===== src/rtl/hazard_pkg.sv =====
// Shared types and constants for the pipeline hazard controller.
package hazard_pkg;

    typedef enum logic [1:0] {
        RUN        = 2'd0,
        LOAD_STALL = 2'd1,
        FLUSH      = 2'd2,
        MEM_WAIT   = 2'd3
    } hazard_state_e;

    localparam int TIMEOUT_W = 8;

    localparam logic [4:0] REG_ZERO = 5'd0;

endpackage


===== src/rtl/hazard_ctrl_if.sv =====
// Pipeline-side signal bundle of the hazard controller.
// The slave modport is the controller; the master modport is the pipeline.
interface hazard_ctrl_if #(
    parameter int CNT_W = 16
);
    logic             IDEXMemRead;
    logic [4:0]       IDEXRt;
    logic [4:0]       IFIDRs;
    logic [4:0]       IFIDRt;
    logic             BranchTaken;
    logic             MemReq;
    logic             MemReady;
    logic             PCWrite;
    logic             IFIDWrite;
    logic             IFIDFlush;
    logic             IDEXBubble;
    logic             PipeFreeze;
    logic             MemTimeout;
    logic [CNT_W-1:0] StallCount;
    logic [CNT_W-1:0] FlushCount;
    logic [CNT_W-1:0] FreezeCount;

    modport master (
        output IDEXMemRead, IDEXRt, IFIDRs, IFIDRt, BranchTaken, MemReq, MemReady,
        input  PCWrite, IFIDWrite, IFIDFlush, IDEXBubble, PipeFreeze, MemTimeout,
        input  StallCount, FlushCount, FreezeCount
    );

    modport slave (
        input  IDEXMemRead, IDEXRt, IFIDRs, IFIDRt, BranchTaken, MemReq, MemReady,
        output PCWrite, IFIDWrite, IFIDFlush, IDEXBubble, PipeFreeze, MemTimeout,
        output StallCount, FlushCount, FreezeCount
    );

endinterface


===== src/rtl/hazard_detect.sv =====
// Load-use comparator: a load in ID/EX writing a register read by IF/ID.
module hazard_detect
    import hazard_pkg::*;
(
    input  logic       mem_read,
    input  logic [4:0] idex_rt,
    input  logic [4:0] ifid_rs,
    input  logic [4:0] ifid_rt,
    output logic       load_use
);

    // Register zero is hardwired, so a load targeting it never creates a dependency.
    assign load_use = mem_read && (idex_rt != REG_ZERO) &&
                      ((idex_rt == ifid_rs) || (idex_rt == ifid_rt));

endmodule


===== src/rtl/hazard_ctrl.sv =====
// Pipeline hazard controller: load-use stalls, branch flushes, memory freezes.
// Define HAZARD_PERF_CNT_EN to build the saturating performance counters.
module hazard_ctrl
    import hazard_pkg::*;
#(
    parameter int FLUSH_CYCLES = 1,
    parameter int MEM_TIMEOUT  = 255,
    parameter int CNT_W        = 16
) (
    input  logic          clk,
    input  logic          reset,
    hazard_ctrl_if.slave  hz
);

    localparam logic [1:0]           FLUSH_INIT  = 2'(FLUSH_CYCLES - 1);
    localparam logic [TIMEOUT_W-1:0] TIMEOUT_LIM = TIMEOUT_W'(MEM_TIMEOUT);

    hazard_state_e          state_q, state_d;
    logic [1:0]             rem_q, rem_d;
    logic [TIMEOUT_W-1:0]   wait_cnt_q, wait_cnt_d;
    logic                   timeout_q, timeout_d;

    logic load_use;
    logic freeze;
    logic pc_write, ifid_write, ifid_flush, idex_bubble, pipe_freeze;

    hazard_detect u_detect (
        .mem_read (hz.IDEXMemRead),
        .idex_rt  (hz.IDEXRt),
        .ifid_rs  (hz.IFIDRs),
        .ifid_rt  (hz.IFIDRt),
        .load_use (load_use)
    );

    assign freeze = hz.MemReq && !hz.MemReady;

    always_comb begin
        state_d     = state_q;
        rem_d       = rem_q;
        pc_write    = 1'b1;
        ifid_write  = 1'b1;
        ifid_flush  = 1'b0;
        idex_bubble = 1'b0;
        pipe_freeze = 1'b0;
        if (freeze) begin
            pipe_freeze = 1'b1;
            pc_write    = 1'b0;
            ifid_write  = 1'b0;
            state_d     = MEM_WAIT;
        end else begin
            case (state_q)
                FLUSH: begin
                    ifid_flush = 1'b1;
                    rem_d      = rem_q - 2'd1;
                    if (rem_d == 2'd0) state_d = RUN;
                end
                // RUN, LOAD_STALL and a ready MEM_WAIT share RUN's decisions;
                // LOAD_STALL skips loaduse because the bubble already cleared ID/EX.
                default: begin
                    if (load_use && state_q != LOAD_STALL) begin
                        pc_write    = 1'b0;
                        ifid_write  = 1'b0;
                        idex_bubble = 1'b1;
                        state_d     = LOAD_STALL;
                    end else if (hz.BranchTaken) begin
                        ifid_flush = 1'b1;
                        if (FLUSH_CYCLES > 1) begin
                            state_d = FLUSH;
                            rem_d   = FLUSH_INIT;
                        end else begin
                            state_d = RUN;
                        end
                    end else begin
                        state_d = RUN;
                    end
                end
            endcase
        end
        if (reset) begin
            pc_write    = 1'b0;
            ifid_write  = 1'b0;
            ifid_flush  = 1'b0;
            idex_bubble = 1'b1;
            pipe_freeze = 1'b0;
        end
    end

    // Timeout counts only consecutive MEM_WAIT freeze cycles; any ready cycle restarts it.
    always_comb begin
        wait_cnt_d = '0;
        if (state_q == MEM_WAIT && freeze) begin
            wait_cnt_d = (wait_cnt_q == '1) ? wait_cnt_q : wait_cnt_q + TIMEOUT_W'(1);
        end
        timeout_d = timeout_q || (wait_cnt_d == TIMEOUT_LIM);
    end

    always_ff @(posedge clk or posedge reset) begin
        if (reset) begin
            state_q    <= RUN;
            rem_q      <= 2'd0;
            wait_cnt_q <= '0;
            timeout_q  <= 1'b0;
        end else begin
            state_q    <= state_d;
            rem_q      <= rem_d;
            wait_cnt_q <= wait_cnt_d;
            timeout_q  <= timeout_d;
        end
    end

    assign hz.PCWrite    = pc_write;
    assign hz.IFIDWrite  = ifid_write;
    assign hz.IFIDFlush  = ifid_flush;
    assign hz.IDEXBubble = idex_bubble;
    assign hz.PipeFreeze = pipe_freeze;
    assign hz.MemTimeout = timeout_q;

`ifdef HAZARD_PERF_CNT_EN
    logic [CNT_W-1:0] stall_cnt_q, stall_cnt_d;
    logic [CNT_W-1:0] flush_cnt_q, flush_cnt_d;
    logic [CNT_W-1:0] freeze_cnt_q, freeze_cnt_d;

    always_comb begin
        stall_cnt_d  = stall_cnt_q;
        flush_cnt_d  = flush_cnt_q;
        freeze_cnt_d = freeze_cnt_q;
        if (idex_bubble && stall_cnt_q != '1)   stall_cnt_d  = stall_cnt_q + CNT_W'(1);
        if (ifid_flush && flush_cnt_q != '1)    flush_cnt_d  = flush_cnt_q + CNT_W'(1);
        if (pipe_freeze && freeze_cnt_q != '1)  freeze_cnt_d = freeze_cnt_q + CNT_W'(1);
    end

    always_ff @(posedge clk or posedge reset) begin
        if (reset) begin
            stall_cnt_q  <= '0;
            flush_cnt_q  <= '0;
            freeze_cnt_q <= '0;
        end else begin
            stall_cnt_q  <= stall_cnt_d;
            flush_cnt_q  <= flush_cnt_d;
            freeze_cnt_q <= freeze_cnt_d;
        end
    end

    assign hz.StallCount  = stall_cnt_q;
    assign hz.FlushCount  = flush_cnt_q;
    assign hz.FreezeCount = freeze_cnt_q;
`else
    assign hz.StallCount  = {CNT_W{1'b0}};
    assign hz.FlushCount  = {CNT_W{1'b0}};
    assign hz.FreezeCount = {CNT_W{1'b0}};
`endif

endmodule


===== src/flat_wrapper.sv =====
// flat-port wrapper written by rule: the top's interface ports become plain ports
module hazard_ctrl_flat import hazard_pkg::*;
#(
    parameter int FLUSH_CYCLES = 1,
    parameter int MEM_TIMEOUT  = 255,
    parameter int CNT_W        = 16
)
  (clk, reset, hz_IDEXMemRead, hz_IDEXRt, hz_IFIDRs, hz_IFIDRt, hz_BranchTaken, hz_MemReq, hz_MemReady, hz_PCWrite, hz_IFIDWrite, hz_IFIDFlush, hz_IDEXBubble, hz_PipeFreeze, hz_MemTimeout, hz_StallCount, hz_FlushCount, hz_FreezeCount);
  hazard_ctrl_if #(.CNT_W(CNT_W)) hz_i ();
  input  logic clk;
  input  logic reset;
  input wire logic [$bits(hz_i.IDEXMemRead)-1:0] hz_IDEXMemRead;
  input wire logic [$bits(hz_i.IDEXRt)-1:0] hz_IDEXRt;
  input wire logic [$bits(hz_i.IFIDRs)-1:0] hz_IFIDRs;
  input wire logic [$bits(hz_i.IFIDRt)-1:0] hz_IFIDRt;
  input wire logic [$bits(hz_i.BranchTaken)-1:0] hz_BranchTaken;
  input wire logic [$bits(hz_i.MemReq)-1:0] hz_MemReq;
  input wire logic [$bits(hz_i.MemReady)-1:0] hz_MemReady;
  output wire logic [$bits(hz_i.PCWrite)-1:0] hz_PCWrite;
  output wire logic [$bits(hz_i.IFIDWrite)-1:0] hz_IFIDWrite;
  output wire logic [$bits(hz_i.IFIDFlush)-1:0] hz_IFIDFlush;
  output wire logic [$bits(hz_i.IDEXBubble)-1:0] hz_IDEXBubble;
  output wire logic [$bits(hz_i.PipeFreeze)-1:0] hz_PipeFreeze;
  output wire logic [$bits(hz_i.MemTimeout)-1:0] hz_MemTimeout;
  output wire logic [$bits(hz_i.StallCount)-1:0] hz_StallCount;
  output wire logic [$bits(hz_i.FlushCount)-1:0] hz_FlushCount;
  output wire logic [$bits(hz_i.FreezeCount)-1:0] hz_FreezeCount;
  assign hz_i.IDEXMemRead = hz_IDEXMemRead;
  assign hz_i.IDEXRt = hz_IDEXRt;
  assign hz_i.IFIDRs = hz_IFIDRs;
  assign hz_i.IFIDRt = hz_IFIDRt;
  assign hz_i.BranchTaken = hz_BranchTaken;
  assign hz_i.MemReq = hz_MemReq;
  assign hz_i.MemReady = hz_MemReady;
  assign hz_PCWrite = hz_i.PCWrite;
  assign hz_IFIDWrite = hz_i.IFIDWrite;
  assign hz_IFIDFlush = hz_i.IFIDFlush;
  assign hz_IDEXBubble = hz_i.IDEXBubble;
  assign hz_PipeFreeze = hz_i.PipeFreeze;
  assign hz_MemTimeout = hz_i.MemTimeout;
  assign hz_StallCount = hz_i.StallCount;
  assign hz_FlushCount = hz_i.FlushCount;
  assign hz_FreezeCount = hz_i.FreezeCount;
  hazard_ctrl #(.FLUSH_CYCLES(FLUSH_CYCLES), .MEM_TIMEOUT(MEM_TIMEOUT), .CNT_W(CNT_W)) u_core (.clk(clk), .reset(reset), .hz(hz_i));
endmodule

===== config.mk =====
export PLATFORM = sky130hd
export DESIGN_NAME = hazard_ctrl_flat
export DESIGN_NICKNAME = d
export VERILOG_FILES = /design/src/rtl/hazard_pkg.sv /design/src/rtl/hazard_ctrl_if.sv /design/src/rtl/hazard_detect.sv /design/src/rtl/hazard_ctrl.sv /design/src/flat_wrapper.sv
export SDC_FILE = /design/constraint.sdc
export NUM_CORES = 1
export LEC_CHECK = 0
export BUFFER_PORTS_ARGS = -buffer_cell sky130_fd_sc_hd__clkbuf_2
export CAP_MARGIN = 20
export CORE_MARGIN = 3
export CORE_UTILIZATION = 45
export DETAILED_ROUTE_END_ITERATION = 16
export MAX_ROUTING_LAYER = met4
export PLACE_DENSITY = 0.8
export SYNTH_ARGS = -nofsm -noshare
export SYNTH_HDL_FRONTEND = slang
export SYNTH_SLANG_ARGS = --single-unit

===== constraint.sdc =====
create_clock -name clk -period 4.42 [get_ports clk]
set_input_delay 0.663 -clock clk [delete_from_list [all_inputs] [get_ports clk]]
set_output_delay 0.663 -clock clk [all_outputs]
set_load 0.02 [all_outputs]

==> impl.org, run 1 <==
** Place
- In this run the cell area measured after placement is 1274 um2.
- Port Buffer Count :: 26
- Detailed placement ended at an HPWL of 1.838 mm.
- GP Congestion :: 0.8936

** Final layout
- Post-route design area :: 1300 um2
- Layout cell share with drive strength beyond 1 :: 21.23%
- Antenna cell count :: 0
- Final net count :: 203
- The area growth from synthesis to layout is -8.296%.

** Outcome
- The run finished with clean final reports.

** Yosys
- Portion of the post-synthesis area used by sequential elements :: 22.95%
- Instance count of the mapped netlist :: 157
- Most frequently used cell type in the post-synthesis netlist :: buf_4
- Largest cells by area after synthesis :: buf_4 (26%), dfrtp_1 (23%), bufbuf_16 (6.9%)
- Summed instance area of the synthesized netlist :: 1418 um2
- Post-synth EDFFs :: 0
- Count of different cell masters after synthesis :: 43
- Total number of yosys warnings :: 0
- In this run, synthesis produced a sequential element count of 13.
- Most numerous cell types in the synthesized netlist :: buf_4 (49), dfrtp_1 (13), xor2_1 (11), nor2_1 (9), nand2_1 (8)
- In the synthesized netlist the async set-or-reset flop fraction comes to 100.0%.
- Predominant post-synthesis flop cell :: dfrtp_1
- The share of synthesized area in the top cell type comes to 25.95%.
- The synthesized design spends more area on one cell type than any other, namely buf_4.
- A synthesized cell averages 9.029 um2.

** Clock tree
- Hold-fix buffers at CTS :: 0
- In this run, CTS created clock tree buffers numbering 3.
- Clock tree from TritonCTS :: done
- Quantity of gates resized following cts :: 0
- CTS built an H-tree with a depth of 1.
- Maximum number of buffers from clock root to sink :: 2
- Clock root buffer master :: clkbuf_4
- Number of post-CTS setup repair buffers :: 0
- The later pin in the worst-skew pair is clocked with a latency of 270 ps.
- Post-CTS clock slew at the launch and capture registers of the worst setup and hold paths :: 80 ps
- Clk sinks :: 13

** Critical path
- The critical path goes through clkbuf_2 -> xor2_1 -> nor3_1 -> a22oi_1 -> nor4_1 -> a21o_1 -> clkbuf_2.
- WP buf/inv :: 2
- The cell that appears most often on the critical path is clkbuf_2.
- The worst setup path is of the input pin to output port kind.
- Slowest cell on crit path :: nor4_1
- Category of the worst setup path launch point :: input pin
- Crit-path max cell delay :: 520 ps
- The worst setup path is captured at an output port.
- Worst-path fanout max :: 4
- Arr. time, crit path :: 2100 ps
- Required time at the worst-slack endpoint :: 3760 ps
- Kind of cell adding the most delay to the critical path :: simple AND/OR/NAND/NOR gates

** STA
- The count of final hold-check violations came to 0.
- Headroom to the max-slew limit :: 63.98%
- The tightest hold path in the finished design has a slack of 430.1 ps.
- Portion of the clock cycle consumed by the worst path in the final layout :: 62.46%
- Maximum clock skew at final layout :: 0.8920 ps
- Final Slew Violations :: 0
- Highest clock frequency the design can meet :: 362.2 MHz
- Sum Neg Setup Slack :: 0 ps
- Shortest period the worst path allows :: 2761 ps
- For the pin with the worst max-slew slack, the measured transition is 535.4 ps.
- Setup repair after global routing left no endpoint under its margin.
- Setup violations remaining at the end of the flow were counted as 0.

** Routing
- Number of violations reported at the end of detailed-routing iteration 0 :: 19
- After detailed routing, the wire length on met1 is 807 um.
- WL final :: 2.215 mm
- After detailed routing, the average wire length per cell comes to 10.02 um.
- After detailed routing, the met2 layer carries 1.169 mm of wire.
- In this run the remaining antenna-violating nets after routing total 0.
- Routed via count divided by cell count :: 4.412
- Post-route DRC violation count :: 0
- The detailed router used layers up to and including met4.
- Met3 Wirelength :: 174 um
- Detailed routing inserted a total of 975 vias.
- Drt first pass iters :: 4

** Power and ir drop
- Power spread over the standard cell area amounts to 247.9 nW/um2.
- Worst-case vdd ir drop :: 0.1042 mV
- Leak pwr :: 0.6935 nW

** Die
- The region available for standard cell placement spans 2877 um2.
- The die is 62.13 um tall.
- Area of the die :: 3860 um2
- Initial cell density of the core :: 49.28%
- Number of top-level design ports :: 75
- The die is 62.13 um wide.
- Number of placement rows :: 19

** Job
- Count of max-cap constraint violations :: 0

** GRT
- Largest net degree at the start of global routing :: 14
- The number of antenna violations at the first check in global routing came to 0.
- Vias in the first global route :: 814
- Across every metal layer, demand over resource in global routing totals 11.12%.
- Summed over all layers, the global routing overflow is 0.
- The first global-routing pass estimated 3.408 mm of wire.

** Worst hold path
- Class of the tightest hold or removal check :: input pin to async pin
[kinds of logic after synthesis]
family                   synth area share, %
buffers and inverters                  36.01
AND/OR/NAND/NOR                        20.39
AO/OA/AOI/OAI                          8.385
XOR/XNOR                               8.032
flip-flops                             22.95
multiplexers                           2.207
adder cells (fa/ha/maj)                1.765
other                                 0.2645
[stage by stage]
stage	instances	power, mW	util [%]	worst slack [ps]
after floorplan	204	0.2597	-	1589
after global placement	217	0.2476	44.28	1697
after detailed placement	217	0.2518	44.28	1632
after CTS	221	0.3247	45.19	1639
after global routing	221	0.3453	45.19	1465
final	221	0.3223	45.19	1659
[per-layer routing]
layer / global-route usage, % / up-vias
met3: 2.703 / 8
met4: 6.077 / 0
met1: 12.64 / 456
met5: - / -
li1: - / 469
met2: 18.01 / 42
[registers in the layout (all words and copies together), names as in the netlist]
signal / cells
u_core.hz.MemTimeout: 1
u_core.rem_q: 2
u_core.state_q: 2
u_core.wait_cnt_q: 8
[path summary, 6_finish.rpt]
path	slack [ps]	cells past startpoint	to	startpoint
worst max-delay path	1660	7	hz_IDEXBubble	hz_IDEXRt[0]
worst min-delay path	430	2	u_core.state_q[1]	reset
worst max register to register	2460	6	u_core.hz.MemTimeout	u_core.wait_cnt_q[0]
worst min register to register	460	1	u_core.hz.MemTimeout	u_core.hz.MemTimeout
max in group asynchronous	3660	2	u_core.rem_q[0]	reset
min in group clk	460	1	u_core.hz.MemTimeout	u_core.hz.MemTimeout
[cell type report]
cell class / count / area [um2]
clock buffer: 4 / 26.28
multi-input combinational: 134 / 758.2
sequential: 13 / 325.3
fill: 294 / 1577
timing repair buffer: 26 / 130.1
inverter: 2 / 7.507
tap: 42 / 52.55
[power by group]
group          switching, mW  internal, mW  leakage, nW
combinational         0.0701        0.0364        0.505
clock                 0.0384        0.0350       0.0150
sequential            0.0101         0.132        0.174
[cell usage in the layout, fill, tap and decap left out, types with 2 or more instances in the layout]
master and instances:
conb_1 48, clkbuf_2 26, dfrtp_1 13, xor2_1 11
nor2_1 9, nand2_1 8, o21ai_0 6, a21oi_1 5
nand3_1 5, nor3_1 4, or2_2 3, clkbuf_4 3
nand4_1 2, xnor2_1 2, mux2i_1 2, nand2b_1 2
a21o_1 2, inv_1 2, and2b_2 2, nor4_1 2
ha_1 2
No activity file was read; power rests on OpenSTA's default activity.
==> run 2: changes to the inputs <==
- clock period: 4.42 -> 2.55 ns (I/O delays scaled with it)
==> run 2 against run 1 <==
Compared with the run above:
- critical path type unchanged
- worst hold slack got worse by 280 ps
- routed wire length is 2.9% lower
- final cell count did not move
- highest routed layer unchanged
- flip-flop and latch count did not move
==> impl.org, run 2 (synthesized netlist as in run 1, its figures left out) <==
** Outcome
- The run finished with clean final reports.

** STA
- Setup repair after global routing left no endpoint under its margin.
- The number of endpoints failing setup at the final stage came to 0 (unchanged).
- The number of max-slew violations in the final report came to 0 (unchanged).
- Final count of hold timing violations :: 0 (unchanged)
- Pin slew with the least headroom to its limit :: 512.3 ps (-23.14 ps)
- Headroom to the max-slew limit :: 65.53% (+1.6 points)
- Shortest period the worst path allows :: 2171 ps
- Sum Neg Setup Slack :: 0 ps (unchanged)
- Static timing analysis puts the maximum clock frequency at 460.6 MHz.
- The final clock skew is 0.6539 ps (-0.2381 ps).
- In the finished design, the share of the clock period the worst path needs comes to 85.14%.

** Final layout
- More flip-flops sit in one register than any other, and that register is u_core.wait_cnt_q.
- The flip-flop count of the largest register after layout was 8 (unchanged).
- Final net count :: 203 (unchanged)
- Final core utilization :: 45.19% (unchanged)
- The post-synthesis to final-layout area growth is -8.296% (unchanged).
- Antenna cell count :: 0 (unchanged)
- Sequential cell area :: 325.3 um2 (unchanged)
- Final-layout fill cell count :: 287 (-2.4%)
- The combined area of the multi-input logic cells was 758.2 um2 (unchanged).
- Commonest non-fill, non-tap cells in the layout :: conb_1 (48), clkbuf_2 (26), dfrtp_1 (13), xor2_1 (11), nor2_1 (9)
- In the final layout, the registers with the most flip-flops are u_core.wait_cnt_q x8, u_core.rem_q x2, u_core.state_q x2.
- Most common library cell in the layout ignoring fill and taps :: conb_1
- The share of layout cells above drive strength 1 was 21.23% (unchanged).

** Die
- Number of placement rows :: 19 (unchanged)
- The die width is 62.13 um (unchanged).
- Number of top-level design ports :: 75 (unchanged)
- The die height was 62.13 um (unchanged).
- Area of the die :: 3860 um2 (unchanged)
- Area of the core :: 2877 um2 (unchanged)
- Initial cell density of the core :: 49.28% (unchanged)

** Routing
- The number of nets with antenna violations after detailed routing was 0 (unchanged).
- The count of vias placed by the detailed router is 961 (-1.4%).
- The average routed wire per standard cell was 9.729 um (-2.9%).
- Drt first pass iters :: 4 (unchanged)
- The routed wire length came to 2.150 mm (-2.9%).
- The DRC violation total after the first TritonRoute iteration came to 14 (-5).
- The number of design rule violations left after detail routing came to 0 (unchanged).
- Routed via count divided by cell count :: 4.348 (-1.4%)

** Critical path
- The critical path arrival came to 1790 ps (-310 ps).
- Crit-path max cell delay :: 500 ps (-20 ps)
- The required time of the critical path was 2170 ps (-1590 ps).
- The top fanout value on the critical path is 4 (unchanged).
- The slowest stage of the critical path belongs to the cell nor4_1.
- The signal on the critical path passes through clkbuf_2 -> xor2_1 -> nor3_1 -> a22oi_1 -> nor4_1 -> a21o_1 -> clkbuf_2.
- Worst setup path category :: input pin to output port
- Category of the worst setup path launch point :: input pin
- Capturing element type of the critical path :: output port
- In this design, the critical path's most frequently occurring cell is clkbuf_2.

** Power and ir drop
- The leakage power was 0.6935 nW (unchanged).
- Switching share of power :: 36.40% (-0.39 points)
- The power dissipated by switching net loads is 0.2021 mW (+70%).
- Total power consumption of the routed design :: 0.5551 mW (+72%)
- Comb pwr share :: 33.1% (about the same)
- The internal power is 0.3530 mW (+73%).
- Sequential share of power :: 44.4% (+0.2 points)
- Ratio of total power to cell area :: 427.0 nW/um2 (+72%)
- Worst-case vdd ir drop :: 0.2118 mV (+100%)
- The proportion of power drawn by the clock network came to 22.5% (-0.3 points).

** Clock tree
- Clock latency reported for the late side of the worst-skew pair :: 270 ps (about the same)
- Total clock buffers created by CTS :: 3 (unchanged)
- Number of post-CTS setup repair buffers :: 0 (unchanged)
- The maximum buffer depth of the clock tree was 2 (unchanged).
- TritonCTS built the clock tree.
- The H-tree depth came to 1 (unchanged).
- Clk sinks :: 13 (unchanged)
- The clock transition time at the flip-flop clock pins of the worst setup and hold paths came to 80 ps (about the same).
- Clock root buffer master :: clkbuf_4
- Hold-fix buffers at CTS :: 0 (unchanged)
- Quantity of gates resized following cts :: 0 (unchanged)

** GRT
- Largest net degree at the start of global routing :: 14 (unchanged)
- The via count of the first global-routing pass came to 801 (-1.6%).
- The global-route wire length before repair came to 3.456 mm (+1.4%).
- The number of antenna violations at the first check in global routing came to 0 (unchanged).
- The global router's overall resource usage is 11.30% (+0.18 points).
- Overall overflow remaining after global route :: 0 (unchanged)

** Place
- GP Congestion :: 0.8941 (about the same)
- The number of I/O port buffers is 26 (unchanged).
- The placed wire-length estimate after detailed placement is 1.813 mm (-1.4%).

** Worst hold path
- The tightest min-delay check is of the input pin to async pin type.

** Job
- Count of max-cap constraint violations :: 0 (unchanged)
## run 2: cell counts in the layout (fill, tap and decap cells not counted)
Identical to the previous run, type by type.
## run 2: worst max-delay path: cells and delay by family
kind,cells,cell delay (ps)
compound gates,2,300
xor+xnor,1,170
buf+inv,2,270
simple gates,2,670
## run 2: power by group through the flow
stage          clock, mW  combinational [mW]  sequential (mW)
6_report           0.125               0.184            0.247
2_1_floorplan          0               0.202            0.248
3_5_place_dp           0               0.185            0.251
4_1_cts            0.131               0.185            0.247
5_1_grt            0.141               0.206            0.250
3_3_place_gp           0               0.179            0.250
## run 2: per-layer routing
metal	track usage, %	vias up	part of all wire, %
met2	18.55	32	53
met3	2.703	4	6.2
met1	13.15	449	39
li1	-	476	-
met5	-	-	0
met4	4.972	0	1.7
## run 2: area by class of cell
type,count,share of cell area (%)
multi-input cells,134,58.33
repair buffers,26,10.01
flip-flops and latches,13,25.02
inverters,2,0.5775
well taps,42,4.042
clock buffers,4,2.021
## run 2: path summary, 6_finish.rpt
check / from / end / slack (ps) / cells after the start
max in group asynchronous: reset / u_core.wait_cnt_q[2] / 2060 / 2
setup reg to reg: u_core.wait_cnt_q[0] / u_core.hz.MemTimeout / 640 / 6
hold reg to reg: u_core.hz.MemTimeout / u_core.hz.MemTimeout / 460 / 1
min in group clk: hz_MemReq / u_core.wait_cnt_q[5] / 450 / 3
setup / recovery: hz_IDEXRt[0] / hz_IDEXBubble / 380 / 7
hold / removal: reset / u_core.state_q[1] / 150 / 2
## run 2: stage by stage
step | setup slack [ps] | instance area, um2 | std cells | hold WS (ps)
after global routing | 184.7 | 1300 | 221 | 207.8
final | 378.9 | 1300 | 221 | 154.3
after floorplan | 280.4 | 1594 | 204 | 259.5
after global placement | 387.9 | 1274 | 217 | 442.7
after detailed placement | 331.4 | 1274 | 217 | 452.9
after CTS | 338.8 | 1300 | 221 | 175.1
